$ cat src/rtl/hazard_ctrl_pkg.sv
//------------------------------------------------------------------------------
// hazard_ctrl_pkg : shared CPU constants for pipeline hazard control
// Revision: 1.0
//------------------------------------------------------------------------------
`default_nettype none

package hazard_ctrl_pkg;

  localparam logic [1:0] ST_RUN        = 2'd0;
  localparam logic [1:0] ST_LOAD_STALL = 2'd1;
  localparam logic [1:0] ST_MC_WAIT    = 2'd2;
  localparam logic [1:0] ST_FLUSH      = 2'd3;

  localparam logic [4:0] REG_ZERO      = 5'd0;
  localparam logic [4:0] MC_MIN_CYCLES = 5'd2;

  // A load result can only be forwarded late, so any ID read of its rd stalls.
  function automatic logic load_use(input logic       ld,
                                    input logic [4:0] rd,
                                    input logic       use1,
                                    input logic [4:0] rs1,
                                    input logic       use2,
                                    input logic [4:0] rs2);
    return ld && (rd != REG_ZERO) &&
           ((use1 && (rs1 == rd)) || (use2 && (rs2 == rd)));
  endfunction

endpackage

`default_nettype wire

$ cat src/rtl/hazard_ctrl.sv
//------------------------------------------------------------------------------
// hazard_ctrl : stall/flush sequencer for load-use, multi-cycle EX and branches
// Revision: 1.0
//------------------------------------------------------------------------------
`default_nettype none

module hazard_ctrl
  import hazard_ctrl_pkg::*;
(
  input  logic        clk,
  input  logic        rst,
  input  logic [4:0]  id_rs1,
  input  logic [4:0]  id_rs2,
  input  logic        id_use_rs1,
  input  logic        id_use_rs2,
  input  logic [4:0]  ex_rd,
  input  logic        ex_load,
  input  logic        ex_branch_taken,
  input  logic        ex_mc_start,
  input  logic [4:0]  ex_mc_cycles,
  output logic        pc_en,
  output logic        s1_en,
  output logic        s2_en,
  output logic        s3_en,
  output logic        s1_flush_n,
  output logic        s2_flush_n,
  output logic [31:0] stall_cnt
);

  logic [1:0]  state_q, state_d;
  logic [4:0]  cnt_q, cnt_d;
  logic [31:0] stall_cnt_q;
  logic        pc_en_w, s1_en_w, s2_en_w, s3_en_w;
  logic        hazard_w;

  assign hazard_w = load_use(ex_load, ex_rd, id_use_rs1, id_rs1, id_use_rs2, id_rs2);

  always_comb begin
    state_d = state_q;
    cnt_d   = cnt_q;
    pc_en_w = 1'b1;
    s1_en_w = 1'b1;
    s2_en_w = 1'b1;
    s3_en_w = 1'b1;
    case (state_q)
      ST_RUN: begin
        if (ex_branch_taken) begin
          state_d = ST_FLUSH;
        end else if (ex_mc_start && (ex_mc_cycles >= MC_MIN_CYCLES)) begin
          {pc_en_w, s1_en_w, s2_en_w, s3_en_w} = 4'b0000;
          cnt_d   = ex_mc_cycles - 5'd1;
          state_d = ST_MC_WAIT;
        end else if (hazard_w) begin
          {pc_en_w, s1_en_w, s2_en_w} = 3'b000;
          state_d = ST_LOAD_STALL;
        end
      end
      ST_LOAD_STALL: begin
        {pc_en_w, s1_en_w, s2_en_w} = 3'b000;
        state_d = ST_RUN;
      end
      ST_MC_WAIT: begin
        // The final count releases all stages so EX/MEM captures N cycles in.
        if (cnt_q > 5'd1) begin
          {pc_en_w, s1_en_w, s2_en_w, s3_en_w} = 4'b0000;
          cnt_d = cnt_q - 5'd1;
        end else begin
          cnt_d   = 5'd0;
          state_d = ST_RUN;
        end
      end
      ST_FLUSH: begin
        state_d = ST_RUN;
      end
      default: begin
        state_d = ST_RUN;
        cnt_d   = 5'd0;
      end
    endcase
  end

  assign pc_en      = ~rst & pc_en_w;
  assign s1_en      = ~rst & s1_en_w;
  assign s2_en      = ~rst & s2_en_w;
  assign s3_en      = ~rst & s3_en_w;
  assign s1_flush_n = ~rst & (state_q != ST_FLUSH);
  assign s2_flush_n = ~rst & (state_q != ST_FLUSH) & (state_q != ST_LOAD_STALL);
  assign stall_cnt  = stall_cnt_q;

  always_ff @(posedge clk) begin
    if (rst) begin
      state_q     <= ST_RUN;
      cnt_q       <= 5'd0;
      stall_cnt_q <= 32'd0;
    end else begin
      state_q <= state_d;
      cnt_q   <= cnt_d;
      if (!pc_en_w && (stall_cnt_q != 32'hFFFF_FFFF))
        stall_cnt_q <= stall_cnt_q + 32'd1;
    end
  end

endmodule

`default_nettype wire

$ cat config.mk
export PLATFORM = sky130hd
export DESIGN_NAME = hazard_ctrl
export DESIGN_NICKNAME = d
export VERILOG_FILES = /design/src/rtl/hazard_ctrl_pkg.sv /design/src/rtl/hazard_ctrl.sv
export SDC_FILE = /design/constraint.sdc
export NUM_CORES = 1
export LEC_CHECK = 0
export BUFFER_PORTS_ARGS = -buffer_cell sky130_fd_sc_hd__buf_2
export CORE_ASPECT_RATIO = 0.5
export CORE_MARGIN = 8
export CORE_UTILIZATION = 27
export CTS_CLUSTER_SIZE = 24
export DETAILED_ROUTE_END_ITERATION = 8
export PLACE_DENSITY = 0.52
export SYNTH_ARGS = -nofsm -noshare
export SYNTH_HDL_FRONTEND = slang
export SYNTH_SLANG_ARGS = --single-unit
$ cat constraint.sdc
create_clock -name clk -period 3.01 [get_ports clk]
set_input_delay 0.4515 -clock clk [delete_from_list [all_inputs] [get_ports clk]]
set_output_delay 0.4515 -clock clk [all_outputs]
set_load 0.01 [all_outputs]
# [Word level (Yosys, flattened, before mapping)]
# Cells that the tools add are included.
[word_totals] reg_bits=39 in_bits=27 output_inout_bits=38 elab_cells=56
[op_classes] addsub=3 n_lt_le_gt_ge=2 eq_ne=12 mux=17 n_bitwise=5 reduce_logical=14
[ops] cell="adder 32 x 1 -> 32 bit, second input constant" count=1
[ops] cell="inequality test 32 bit, second input constant" count=1
[ops] cell="two-way mux 5 bit" count=3
[ops] cell="== test 5 bit" count=2
[ops] cell="one-hot mux 5 bit (2 select lines)" count=1
[ops] cell="subtractor 5 x 1 -> 5 bit, second input constant" count=2
[ops] cell="two-way mux 2 bit" count=4
[ops] cell="inequality test 2 bit, second input constant" count=4
[ops] cell="logical AND 1 bit" count=6
[ops] cell="two-way mux 1 bit" count=6
[ops] cell="one-hot mux 2 bit (3 select lines)" count=1
[ops] cell=">= comparator 5 x 2 -> 1 bit, second input constant" count=1
[ops] cell="greater-than comparator 5 x 1 -> 1 bit, second input constant" count=1
[ops] cell="nonzero test 5 bit" count=1
[ops] cell="AND 1 bit" count=4
[ops] cell="== test 2 bit, second input constant" count=2
[ops] cell="inequality test 4 bit, second input constant" count=1
[ops] cell="one-hot mux 1 bit (3 select lines)" count=1
[ops] cell="AND reduction 3 bit" count=1
[ops] cell="== test 2 x 1 -> 1 bit, second input constant" count=1
[ops] cell="logical NOT 2 bit" count=1
[ops] cell="inequality test 2 x 1 -> 1 bit, second input constant" count=1
[ops] cell="one-hot mux 1 bit (2 select lines)" count=1
[ops] cell="AND reduction 2 bit" count=1
[ops] cell="other kinds (5)" count=5

# [Depth between registers and ports, before layout]
# Gate-level depths: netlist of run 1.
[depth] word_depth=10 mapped_depth=10 mapped_depth_nobuf=8

# [Least setup slack after synthesis of run 1]
# Ideal clock, no wire load.
[synth_path] kind="input -> output" from="in ex_mc_cycles[0]" to="out s1_en" arrival_ps=2105 t_required_ps=2558 path_slack_ps=454 path_stages=8 n_path_buf=1 cell_sequence="inv_1 -> ha_1 -> or4_1 -> o21ai_1 -> a22o_1 -> o31ai_1 -> nor2_1 -> buf_4"
[synth_via] elab_chain_cells=6
[synth_rtl] element="start, declared" line="hazard_ctrl.sv:20" text="input logic [4:0] ex_mc_cycles,"
[synth_rtl] element=">= comparator 5 x 2 -> 1 bit" line="hazard_ctrl.sv:49" text="end else if (ex_mc_start && (ex_mc_cycles >= MC_MIN_CYCLES)) begin"
[synth_rtl] element="logical AND 1 bit" line="hazard_ctrl.sv:49"
[synth_rtl] element="two-way mux 1 bit (2 in series)"
[synth_rtl] element="one-hot mux 1 bit (3 select lines)"
[synth_rtl] element="AND 1 bit"
[synth_rtl] element="end, declared" line="hazard_ctrl.sv:22" text="output logic s1_en,"
# No other way between the ends.

# [Final worst setup path of run 1]
[layout_path] from="in ex_mc_cycles[0]" to="out s1_en"
[layout_via] elab_chain_cells=6
[layout_rtl] element=">= comparator 5 x 2 -> 1 bit" line="hazard_ctrl.sv:49"
[layout_rtl] element="logical AND 1 bit" line="hazard_ctrl.sv:49"
[layout_rtl] element="two-way mux 1 bit" line="hazard_ctrl.sv:49"
[layout_rtl] element="two-way mux 1 bit" line="hazard_ctrl.sv:47" text="if (ex_branch_taken) begin"
[layout_rtl] element="one-hot mux 1 bit (3 select lines)" line="hazard_ctrl.sv:45" text="case (state_q)"
[layout_rtl] element="AND 1 bit" line="hazard_ctrl.sv:83" text="assign s1_en = ~rst & s1_en_w;"
# No other way between the ends.

==> metrics.md, run 1 <==
| Metric | Value |
|---|---|
| Status | finished clean |
| CP Capture Type | output pin |
| Post-synthesis register bit count | 39 |
| Clock Latency Late Sink | 0.29 ns |
| Length of the first detailed-routing pass in iterations | 5 |
| Classification of the worst-slack hold path | in -> reg |
| Count of nets left with antenna violations after detail routing | 0 |
| Crit Path Class | in -> out |
| Utilization after layout | 0.334 |
| Final GP Congestion | 0.762 |
| Number of max-capacitance violations reported | 0 |
| CTS tree | done |
| CTS H-tree lvls | 2 |
| Wire length of the first global-routing pass | 13.2 mm |
| Proportion of netlist area held by the largest area contributor | 0.311 |
| Std cell rows | 25 |
| Post-placement worst setup slack | 0.249 ns |
| Leading area contributor after synthesis | dfxtp_1 |
| Share of synthesized registers carrying an async set or reset | 0 |
| Clock-pin slew on the worst setup and hold paths | 0.05 ns |
| Root cell of the clock tree | clkbuf_16 |
| Final hold viol count | 0 |
| Overall track demand over capacity in global routing | 0.125 |
| Number of distinct library cells after synthesis | 52 |
| Yosys Warn Count | 0 |
| Biggest area contributors in the synthesized netlist | dfxtp_1, o31ai_1, or4_1, a21oi_1, nor2_1 |
| IR Drop Worst-Case VDD | 0.000209 V |
| Worst EP required | 2.56 ns |
| Power Dens Cells | 459 nW/um2 |
| Total leakage power | 1.16 nW |
| Critical path arrival | 2.31 ns |
| Sinks on the clock net | 39 |
| Source of the critical timing path | ex_mc_cycles[0] |
| Net count reported at finish | 402 |
| Antenna diode instance count | 0 |
| Initial antenna violation count | 0 |
| Layout area overhead | 22.6% |
| Vertical extent of the die | 84.2 um |
| Commonest cells post-synth | dfxtp_1, a21oi_1, nor2_1, o31ai_1, or4_1 |
| Placed Instances | 484 |
| Count of flip-flops with a built-in enable after synthesis | 0 |
| Number of violations reported at the end of detailed-routing iteration 0 | 219 |
| Final setup margin | 0.250 ns |
| Final setup fails | 0 |
| Register-to-Register Path Depth | 9 |
| Number of hold buffers added after CTS | 0 |
| Total clock buffers created by CTS | 5 |
| Cell area after placement | 2940 um2 |
| Post-synthesis average cell area | 8.03 um2 |
| Mapped cell area | 2510 um2 |
| Dominant synthesized flop cell | dfxtp_1 |
| Mapped Nets | 345 |
| Final sum of negative setup slack | 0 ns |
| Placeable core region | 9230 um2 |
| Total wire length | 8.02 mm |
| Post-DP HPWL | 6.01 mm |
| Final max-slew violation count | 0 |
| Largest net degree at the start of global routing | 51 |
| Layout Cell Area excl Fill | 3080 um2 |
| Post-route DRC violation count | 0 |
| Worst clock skew on the final layout | 0.00687 ns |
| Via count of the first global-routing pass | 2466 |
| Reg2Reg Capture Point | stall_cnt[31] |
| Top achievable clock speed | 362 MHz |
| Maximum clock path buffer count | 2 |
| Resize count post-CTS | 0 |
| Total Die Area | 12800 um2 |
| Share of cells above drive strength 1 | 0.254 |
| Non-Filler Instances | 491 |
| Overflow left after global routing | 0 |
| Measured slew at the worst slew-check pin | 0.672 ns |
| Initial cell density of the core | 0.272 |
| Slew Limit Headroom | 0.552 |
| Worst reg2reg startpoint | cnt_q[1] |
| Count of mapped cells out of synthesis | 313 |
| Seq/Total Area, Yosys | 0.311 |
| Number of post-CTS setup repair buffers | 0 |
| Die width | 152 um |
| Critical Path Source Type | input pin |
| Via density per instance | 5.34 |
| Crit path to | s1_en |
| FF-to-FF setup slack | 0.55 ns |
| Period utilisation layout | 0.917 |
| Maximum fanout along the worst path | 5 |
| Total I/O pin count | 65 |
| Time the final worst path needs with I/O delays and setup | 2.76 ns |
| Final routed wire length divided by cell count | 16.3 um |
| Cell with the most instances after synthesis | dfxtp_1 |
| Via Count | 2622 |
| Unrepaired setup endpoints after global routing | no |
| # port buffers | 64 |
==> flip-flops by register name (all words and copies together) (netlist names) <==
| register | flops |
|---|---|
| stall_cnt | 32 |
| cnt_q | 5 |
| state_q | 2 |
==> worst min-delay path by stage <==
| stage | cells after the start | from | slack (ns) | to |
|---|---|---|---|---|
| after global routing | 3 | ex_branch_taken | 0.51 | state_q[1] |
| final | 3 | ex_branch_taken | 0.49 | state_q[0] |
| after CTS | 3 | ex_branch_taken | 0.48 | state_q[0] |
| after floorplan | 1 | state_q[0] | 0.50 | state_q[0] |
| after detailed placement | 2 | stall_cnt[20] | 0.49 | stall_cnt[20] |
| after global placement | 2 | stall_cnt[20] | 0.47 | stall_cnt[20] |
==> cells by family after synthesis <==
family | count (synthesis) | synth area share
DFF | 39 | 0.311
muxes | 7 | 0.0314
adders and majority gates | 5 | 0.0249
buffers and inverters | 30 | 0.0588
and+or+nand+nor | 139 | 0.316
AOI/OAI and AO/OA | 80 | 0.213
xor gates and xnor gates | 13 | 0.0453
==> critical path, stage by stage <==
cell and delay (ns):
buf_2 0.10, inv_1 0.07, ha_1 0.18, or4_1 0.56
o21ai_1 0.31, a22o_1 0.18, o31ai_1 0.10, nor2_1 0.18
buf_2 0.17
==> power by group <==
part | internal [W] | switching, W | total [W]
Combinational | 0.000118 | 0.000195 | 0.000313
Sequential | 0.000533 | 0.0000281 | 0.000562
Clock | 0.000324 | 0.000214 | 0.000537
Total | 0.000975 | 0.000437 | 0.00141
==> layout by cell type (no fill, tap or decap), drive strengths merged, types with 6 or more instances in the layout <==
cell	n
mux2	7
inv	9
nand3	17
and2	6
clkbuf	6
nand4	11
nor2b	7
nor2	24
nor3	11
o21ai	11
or4	20
buf	71
dfxtp	39
o31ai	20
xor2	9
a21oi	29
nand2	18
==> layer usage <==
layer	GRT usage	part of all wire
met5	0	0
met4	0.0294	0.0082
met3	0.0364	0.070
met2	0.161	0.38
met1	0.192	0.54
==> per-stage QoR <==
stage / hold slack [ns] / total power, W
3_5_place_dp: 0.491 / 0.000884
2_1_floorplan: 0.496 / 0.000789
6_report: 0.488 / 0.00141
5_1_grt: 0.515 / 0.00149
3_3_place_gp: 0.474 / 0.000879
4_1_cts: 0.480 / 0.00143
==> layout make-up <==
cell class,count,area [um2]
clock inverter,1,5.00
multi-input combinational,244,1580
timing repair buffer,71,385
tap,121,151
inverter,9,33.8
fill,963,6150
clock buffer,6,139
sequential,39,781
Power figures use the tool's default switching activity.
==> inputs of run 2 (changes only) <==
--- a/config.mk
+++ b/config.mk
@@ -8,10 +8,11 @@
 export BUFFER_PORTS_ARGS = -buffer_cell sky130_fd_sc_hd__buf_2
 export CORE_ASPECT_RATIO = 0.5
 export CORE_MARGIN = 8
-export CORE_UTILIZATION = 27
+export CORE_UTILIZATION = 53
 export CTS_CLUSTER_SIZE = 24
 export DETAILED_ROUTE_END_ITERATION = 8
-export PLACE_DENSITY = 0.52
+export PLACE_DENSITY = 0.86
+export REMOVE_ABC_BUFFERS = 1
 export SYNTH_ARGS = -nofsm -noshare
 export SYNTH_HDL_FRONTEND = slang
 export SYNTH_SLANG_ARGS = --single-unit
==> run 2 against run 1 <==
  * Critical path depth decreased by 2
  * Core utilization increased by 32 points
  * Routed wire length decreased by 16%
  * Largest cell class unchanged
  * Largest power group unchanged
  * Setup slack improved by 0.024 ns
  * Die area decreased by 43%
  * First-iteration DRC count decreased by 8.2%
  * Combinational power decreased by 4%
  * Register-to-register slack got worse by 0.19 ns
  * Hold slack got worse by 0.015 ns
  * Clock power decreased by 27%
  * Fmax increased by 0.88%
  * Global-route usage increased by 5.5 points
==> metrics.md, run 2 (same netlist as run 1, synthesis figures left out) <==
| Metric | Value |
|---|---|
| Number of post-CTS setup repair buffers | 0 |
| Final GP Congestion | 0.813 |
| Unrepaired setup endpoints after global routing | no |
| Sequential cell area | 781 um2 |
| Flip-flop count of the largest register, all copies and words added | 32 |
| Crit Path Class | reg -> out |
| Top library cells by usage in the layout, fill and taps aside | buf_2, dfxtp_1, a21oi_1 |
| Final routed wire length divided by cell count | 15.5 um |
| Placed Instances | 427 |
| Hold path depth | 3 |
| Slew Limit Headroom | 0.531 |
| Cell area after placement | 2850 um2 |
| Maximum clock path buffer count | 2 |
| Via Count | 2648 |
| Total wire length | 6.75 mm |
| Number of hold buffers added after CTS | 0 |
| Overall track demand over capacity in global routing | 0.180 |
| Final max-slew violation count | 0 |
| Resize count post-CTS | 0 |
| Number of max-capacitance violations reported | 0 |
| Clock Latency Late Sink | 0.29 ns |
| Fill cell total of the finished layout | 402 |
| Clock-pin slew on the worst setup and hold paths | 0.07 ns |
| Total clock buffers created by CTS | 5 |
| Length of the first detailed-routing pass in iterations | 5 |
| Final setup margin | 0.274 ns |
| Die width | 113 um |
| Power Dens Cells | 425 nW/um2 |
| Overall power consumption | 0.00126 W |
| Root cell of the clock tree | clkbuf_8 |
| Classification of the worst-slack hold path | in -> reg |
| CTS H-tree lvls | 2 |
| Maximum fanout along the worst path | 10 |
| Initial antenna violation count | 0 |
| Non-Filler Instances | 435 |
| Total I/O pin count | 65 |
| Overflow left after global routing | 0 |
| Critical Path Source Type | register |
| Std cell rows | 17 |
| Critical path arrival | 2.28 ns |
| Placeable core region | 4490 um2 |
| Via density per instance | 6.09 |
| Status | finished clean |
| Final sum of negative setup slack | 0 ns |
| Via count of the first global-routing pass | 2519 |
| Number of violations reported at the end of detailed-routing iteration 0 | 201 |
| CTS tree | done |
| Post-DP HPWL | 5.06 mm |
| Initial cell density of the core | 0.560 |
| Footprint of the multi-input gates | 1580 um2 |
| Post-route DRC violation count | 0 |
| CP Capture Type | output pin |
| Top achievable clock speed | 366 MHz |
| Wire length of the first global-routing pass | 11.2 mm |
| Worst EP required | 2.56 ns |
| Measured slew at the worst slew-check pin | 0.704 ns |
| Total leakage power | 1.13 nW |
| Worst clock skew on the final layout | 0.00715 ns |
| Vertical extent of the die | 64.7 um |
| Layout area overhead | 17.5% |
| Most common library cell in the layout ignoring fill and taps | buf_2 |
| Final setup fails | 0 |
| Share of cells above drive strength 1 | 0.249 |
| Register-to-Register Path Depth | 8 |
| Final hold viol count | 0 |
| # port buffers | 64 |
| Time the final worst path needs with I/O delays and setup | 2.74 ns |
| Count of nets left with antenna violations after detail routing | 0 |
| Total Die Area | 7330 um2 |
| IR Drop Worst-Case VDD | 0.000210 V |
| Period utilisation layout | 0.909 |
| Post-placement worst setup slack | 0.282 ns |
| Sinks on the clock net | 39 |
| Layout Cell Area excl Fill | 2950 um2 |
| Net count reported at finish | 400 |
| Antenna diode instance count | 0 |
| Largest net degree at the start of global routing | 51 |
[run 2: cell count changes in the layout (fill, tap and decap cells not counted), sizes merged]
cell and delta:
buf -2, clkbuf +2, clkinv -1
[run 2: routing by layer]
metal / track usage / vias up / share of wire
li1: - / 1299 / -
met5: 0 / - / 0
met3: 0.0462 / 17 / 0.060
met4: 0.0609 / 0 / 0.019
met1: 0.213 / 1230 / 0.45
met2: 0.313 / 102 / 0.47
[run 2: worst paths after layout]
path / start / slack (ns) / to
hold reg to reg: stall_cnt[20] / 0.49 / stall_cnt[20]
hold / removal: ex_branch_taken / 0.47 / state_q[0]
setup / recovery: cnt_q[0] / 0.27 / s2_en
setup reg to reg: cnt_q[0] / 0.36 / stall_cnt[13]
[run 2: metrics by stage]
| stage | utilization | hold WS (ns) |
|---|---|---|
| after CTS | 0.658 | 0.462 |
| after global routing | 0.658 | 0.472 |
| after global placement | 0.635 | 0.473 |
| final | 0.658 | 0.472 |
| after detailed placement | 0.635 | 0.482 |
| after floorplan | - | 0.492 |
[run 2: report_power, final]
part	switching, W	internal, W
logic	0.000188	0.000112
registers	0.0000291	0.000533
clock network	0.000184	0.000209
[run 2: cell type report]
class | instances | area share
Sequential cell | 39 | 0.265
Multi-Input combinational cell | 244 | 0.537
Timing Repair Buffer | 69 | 0.125
Inverter | 9 | 0.0114
Tap cell | 66 | 0.0280
Clock buffer | 8 | 0.0339
[run 2: critical path, cell delays in order (launching register included)]
cell     delay, ns
dfxtp_1       0.44
ha_1          0.17
o21ba_2       0.18
o41ai_4       0.48
and2_4        0.28
o31ai_1       0.12
nor2_1        0.16
buf_2         0.16
